$ cat config.mk
export PLATFORM = sky130hd
export DESIGN_NAME = mem_arbiter
export DESIGN_NICKNAME = d
export VERILOG_FILES = /design/src/rtl/mem_arbiter.sv
export SDC_FILE = /design/constraint.sdc
export NUM_CORES = 1
export LEC_CHECK = 0
export CORE_AREA = 2 2 235 237
export CTS_CLUSTER_SIZE = 28
export DETAILED_ROUTE_END_ITERATION = 10
export DIE_AREA = 0 0 237 239
export MAX_ROUTING_LAYER = met4
export PLACE_DENSITY_LB_ADDON = 0.25
export SLEW_MARGIN = 20
export SYNTH_ARGS = -nofsm -noshare
export SYNTH_HDL_FRONTEND = slang
export SYNTH_SLANG_ARGS = --single-unit
$ cat constraint.sdc
create_clock -name clk -period 15.6 [get_ports clk]
set_clock_uncertainty 0.1 [all_clocks]
set_input_delay 1.56 -clock clk [delete_from_list [all_inputs] [get_ports clk]]
set_output_delay 1.56 -clock clk [all_outputs]
set_load 0.03 [all_outputs]
$ cat src/rtl/mem_arbiter.sv
// Shared-memory arbiter for I-cache reads, D-cache reads and D-cache writebacks.
// One transaction at a time: grant in IDLE, hold mem_req until mem_ready or timeout, pulse in RESP.
module mem_arbiter #(
    parameter int ADDR_W  = 20,
    parameter int LINE_W  = 128,
    parameter int TIMEOUT = 255
) (
    input  logic              clk,
    input  logic              reset,
    input  logic              reqI_mem,
    input  logic [ADDR_W-1:0] reqAddrI_mem,
    input  logic              reqD_mem,
    input  logic [ADDR_W-1:0] reqAddrD_mem,
    input  logic              reqD_cache_write,
    input  logic [ADDR_W-1:0] reqAddrD_write_mem,
    input  logic [LINE_W-1:0] data_to_mem,
    output logic              mem_req,
    output logic              mem_we,
    output logic [ADDR_W-1:0] mem_addr,
    output logic [LINE_W-1:0] mem_wdata,
    input  logic              mem_ready,
    input  logic [LINE_W-1:0] mem_rdata,
    output logic [LINE_W-1:0] data_from_mem,
    output logic              read_ready_I,
    output logic              read_ready_D,
    output logic              written_data_ack,
    output logic              arb_busy,
    output logic              mem_timeout
);

    typedef enum logic [2:0] {
        S_IDLE   = 3'd0,
        S_WRITE  = 3'd1,
        S_READ_D = 3'd2,
        S_READ_I = 3'd3,
        S_RESP   = 3'd4
    } state_t;

    localparam logic [7:0] TIMEOUT_C = 8'(TIMEOUT);

    state_t state_q, state_d;
    state_t op_q, op_d;

    logic              mem_req_q, mem_req_d;
    logic              mem_we_q, mem_we_d;
    logic [ADDR_W-1:0] mem_addr_q, mem_addr_d;
    logic [LINE_W-1:0] mem_wdata_q, mem_wdata_d;
    logic [LINE_W-1:0] rdata_q, rdata_d;
    logic              lru_q, lru_d;
    logic [7:0]        cnt_q, cnt_d;
    logic              tmo_q, tmo_d;

    logic       grant_w, grant_d, grant_i, grant;
    logic       done, expire;
    logic [7:0] cnt_inc;

    assign cnt_inc = cnt_q + 8'd1;
    assign grant   = grant_w | grant_d | grant_i;

    // State register
    always_ff @(posedge clk or posedge reset) begin
        if (reset) begin
            state_q <= S_IDLE;
        end else begin
            state_q <= state_d;
        end
    end

    // Next-state: lru_q = 1 means D won the most recent read grant, so a tie goes to I.
    always_comb begin
        state_d = state_q;
        grant_w = 1'b0;
        grant_d = 1'b0;
        grant_i = 1'b0;
        done    = 1'b0;
        expire  = 1'b0;
        case (state_q)
            S_IDLE: begin
                if (reqD_cache_write) begin
                    state_d = S_WRITE;
                    grant_w = 1'b1;
                end else if (reqD_mem && (!reqI_mem || !lru_q)) begin
                    state_d = S_READ_D;
                    grant_d = 1'b1;
                end else if (reqI_mem) begin
                    state_d = S_READ_I;
                    grant_i = 1'b1;
                end
            end
            S_WRITE, S_READ_D, S_READ_I: begin
                if (mem_ready) begin
                    state_d = S_RESP;
                    done    = 1'b1;
                end else if (cnt_inc == TIMEOUT_C) begin
                    state_d = S_IDLE;
                    expire  = 1'b1;
                end
            end
            S_RESP:  state_d = S_IDLE;
            default: state_d = S_IDLE;
        endcase
    end

    // Outputs decoded from the current state and the operation latched at grant
    always_comb begin
        arb_busy         = (state_q != S_IDLE);
        read_ready_I     = (state_q == S_RESP) && (op_q == S_READ_I);
        read_ready_D     = (state_q == S_RESP) && (op_q == S_READ_D);
        written_data_ack = (state_q == S_RESP) && (op_q == S_WRITE);
    end

    always_comb begin
        op_d        = op_q;
        mem_req_d   = mem_req_q;
        mem_we_d    = mem_we_q;
        mem_addr_d  = mem_addr_q;
        mem_wdata_d = mem_wdata_q;
        rdata_d     = rdata_q;
        lru_d       = lru_q;
        cnt_d       = cnt_q;
        tmo_d       = tmo_q;

        if (grant) begin
            op_d      = state_d;
            mem_req_d = 1'b1;
            mem_we_d  = grant_w;
            cnt_d     = 8'd0;
            if (grant_w) begin
                mem_addr_d  = reqAddrD_write_mem;
                mem_wdata_d = data_to_mem;
            end else if (grant_d) begin
                mem_addr_d = reqAddrD_mem;
                lru_d      = 1'b1;
            end else begin
                mem_addr_d = reqAddrI_mem;
                lru_d      = 1'b0;
            end
        end

        if (done) begin
            mem_req_d = 1'b0;
            if (op_q != S_WRITE) begin
                rdata_d = mem_rdata;
            end
        end else if (expire) begin
            mem_req_d = 1'b0;
            tmo_d     = 1'b1;
            cnt_d     = cnt_inc;
        end else if (state_q == S_WRITE || state_q == S_READ_D || state_q == S_READ_I) begin
            cnt_d = cnt_inc;
        end
    end

    always_ff @(posedge clk or posedge reset) begin
        if (reset) begin
            op_q        <= S_IDLE;
            mem_req_q   <= 1'b0;
            mem_we_q    <= 1'b0;
            mem_addr_q  <= '0;
            mem_wdata_q <= '0;
            rdata_q     <= '0;
            lru_q       <= 1'b0;
            cnt_q       <= 8'd0;
            tmo_q       <= 1'b0;
        end else begin
            op_q        <= op_d;
            mem_req_q   <= mem_req_d;
            mem_we_q    <= mem_we_d;
            mem_addr_q  <= mem_addr_d;
            mem_wdata_q <= mem_wdata_d;
            rdata_q     <= rdata_d;
            lru_q       <= lru_d;
            cnt_q       <= cnt_d;
            tmo_q       <= tmo_d;
        end
    end

    assign mem_req       = mem_req_q;
    assign mem_we        = mem_we_q;
    assign mem_addr      = mem_addr_q;
    assign mem_wdata     = mem_wdata_q;
    assign data_from_mem = rdata_q;
    assign mem_timeout   = tmo_q;

endmodule

==> qor.yml <==
status:
  status: "completed"
timing:
  hold_viol_final: 0
  max_slew_margin_pct: 33.1
  tightest_slew_ps: 1000
  period_share_pct: 28.2
  grt_setup_unrepaired: "no"
  fin_ws_ps: 11200
  slew_violations: 0
  worst_hold_slack_ps: 371
  setup_viol: 0
  fmax_mhz: 227
  setup_tns_ps: 0
  period_minus_slack_ps: 4400
setup_path:
  r2r-start: "state_q[1]"
  cp_cell_sequence: "clkdlybuf4s50_1 -> and2_4 -> buf_4 -> buf_4 -> mux2_2"
  arrival_ps: 4710
  required_ps: 15910
  ff2ff_path_depth: 5
  crit_path_frequent_cell: "buf_4"
  critPathCaptureType: "flop"
  crit_type: "primary input to flop"
  path_buf_inv: 3
  worstReg2RegEnd: "mem_wdata[7]"
  crit_family: "buffers and inverters"
  ff2ff_setup_slack_ps: 11790
  crit_slowest_cell: "buf_4"
  crit_fanout: 71
  cpPeakStageDelay_ps: 820
  startpoint_type: "primary input"
drt:
  wire_per_inst_um: 19.1
  drt-total-wl_mm: 40.2
  route.detailed.drc: 0
  viasPerCell: 4.09
  postRouteAntennaNets: 0
  dr.first_iter.drc_count: 199
  dr.pass1.iters: 4
  vias: 8590
clocking:
  cts.sinks: 294
  numCtsBuffers: 38
  clk_path_buf_depth: 3
  htree_levels: 2
  hold_buffers: 0
  cts-resized-gates: 0
  cts_tree: "built"
  root_buffer: "clkbuf_16"
  path_clk_slew_ps: 50
  cts_setup_buffers: 0
  clock_latency_ps: 530
cells_and_area:
  areaGrowthSynthToFinish_pct: 68.3
  most-common-layout-cells: "clkdlybuf4s50_1, dfrtp_1, mux2_2"
  fin_cells: 2102
  drive_gt1_share_pct: 24.5
  finalNetCount: 1691
  post-route-util_pct: 36.2
  final_area_sq_mm: 0.0196
  mostFrequentLayoutCell: "clkdlybuf4s50_1"
  num-fill-cells: 5287
global_route:
  grt_pass1_wl_mm: 58.2
  antenna_found_initial: 2
  grt_max_degree: 102
  grtUsageTotal_pct: 14.1
  grt-ovfl-total: 0
  grt_pass1_vias: 9037
yosys:
  synth_top_area_cell: "dfrtp_1"
  avgSynthCellArea_sq_um: 15.4
  synth_edf_count: 0
  yosys_warnings: 0
  synthFlopType: "dfrtp_1"
  synth-seq-cells: 294
  synth_cells: 757
  yosys.area.top_type_share_pct: 63.0
  synth_cell_type_count: 50
  ys_top_cells_by_area: "dfrtp_1, mux2_2, buf_6, mux2i_1, o21ai_0"
  syn_area_sq_mm: 0.0117
  ys_seq_area_share_pct: 63.0
  synthesis.nets: 1081
  synthArstFlopShare_pct: 100
floorplan:
  top_level_ports: 605
  rows: 86
  die_x_um: 237
  coreArea_sq_mm: 0.0543
  start_util_pct: 21.5
  die_y_um: 239
  die_area_sq_mm: 0.0566
job:
  max_cap_violations: 0
placed_design:
  place_inst: 2031
  post-place-ws_ps: 10630
  dp_hpwl_mm: 30.2
  dpl_cell_area_sq_mm: 0.0184
  io_buffers: 604
  gp_congestion: 0.813
power_and_ir_drop:
  irDropWorstVdd_mv: 0.0974
  power_mw: 4.64
  power_leakage_nw: 8.05
  p_per_area_mw_per_mm2: 236
worst_hold_path:
  min_path_type: "flop to flop"
  whs_path_depth: 1
  hp-start: "mem_we"
  whs_endpoint: "mem_we"
-- state kept, by name (all words and copies together), names as in the netlist --
register,flops
state_q,3
op_q,3
mem_timeout,1
mem_we,1
lru_q,1
mem_wdata,128
mem_addr,20
cnt_q,8
mem_req,1
data_from_mem,128
-- how the worst max path moves through the flow --
| stage | cells past startpoint | slack (ps) | start | endpoint |
|---|---|---|---|---|
| after floorplan | 1 | 5820 | reset | cnt_q[0] |
| after global placement | 5 | 10670 | reqD_cache_write | mem_wdata[9] |
| after detailed placement | 5 | 10630 | reqD_cache_write | mem_wdata[21] |
| after CTS | 5 | 11220 | reqD_cache_write | mem_wdata[13] |
| after global routing | 5 | 11040 | reqD_cache_write | mem_wdata[13] |
| final | 5 | 11200 | reqD_cache_write | mem_wdata[7] |
-- per-layer routing --
metal / share of wire [%] / up-vias / track usage [%] / wire (um)
met2: 54 / 260 / 24.8 / 21600
met4: 2.5 / 0 / 4.70 / 1010
li1: - / 3946 / - / -
met3: 5.7 / 53 / 3.65 / 2300
met1: 38 / 4331 / 15.4 / 15300
met5: 0 / - / - / 0
-- area by class of cell --
cell class / instances / area [sq um] / area share, %
clock buffers: 59 / 1180 / 6.03
diodes: 2 / 5.00 / 0.0255
multi-input cells: 417 / 3990 / 20.3
repair buffers: 612 / 6110 / 31.1
flip-flops and latches: 294 / 7360 / 37.4
well taps: 704 / 881 / 4.48
clock inverters: 10 / 103 / 0.522
inverters: 4 / 25.0 / 0.127
-- cells in the mapped netlist, drive strengths merged, types with 4 or more instances --
master	instances
a21o	12
a21oi	15
a22oi	13
buf	38
clkbuf	4
dfrtp	294
inv	4
mux2	256
mux2i	14
nand2	18
nand3	4
nand4b	7
nor2	11
o21ai	28
-- worst register-to-register path, delay by kind of cell, from the launching register on --
kind,cells,cell delay [ps]
buf+inv,2,1410
flops,1,430
mux,1,470
simple gates,2,1280
-- cell families (layout without fill, tap and decap cells) --
family | Yosys count | after routing | synth area share (%)
flops | 294 | 294 | 63.0
mux | 270 | 270 | 25.9
compound gates | 83 | 83 | 4.75
simple gates | 60 | 60 | 3.04
buf+inv | 46 | 685 | 2.91
fa+ha+maj | 2 | 2 | 0.214
xor+xnor | 2 | 2 | 0.150
other cells | 0 | 2 | 0
-- power breakdown --
part	switching (mW)	total [mW]	internal, mW
Combinational	1.30	2.39	1.10
Clock	0.340	0.893	0.554
Sequential	0.204	1.35	1.15
Total	1.84	4.64	2.80
Note: power is estimated with default switching activity, not from simulation.
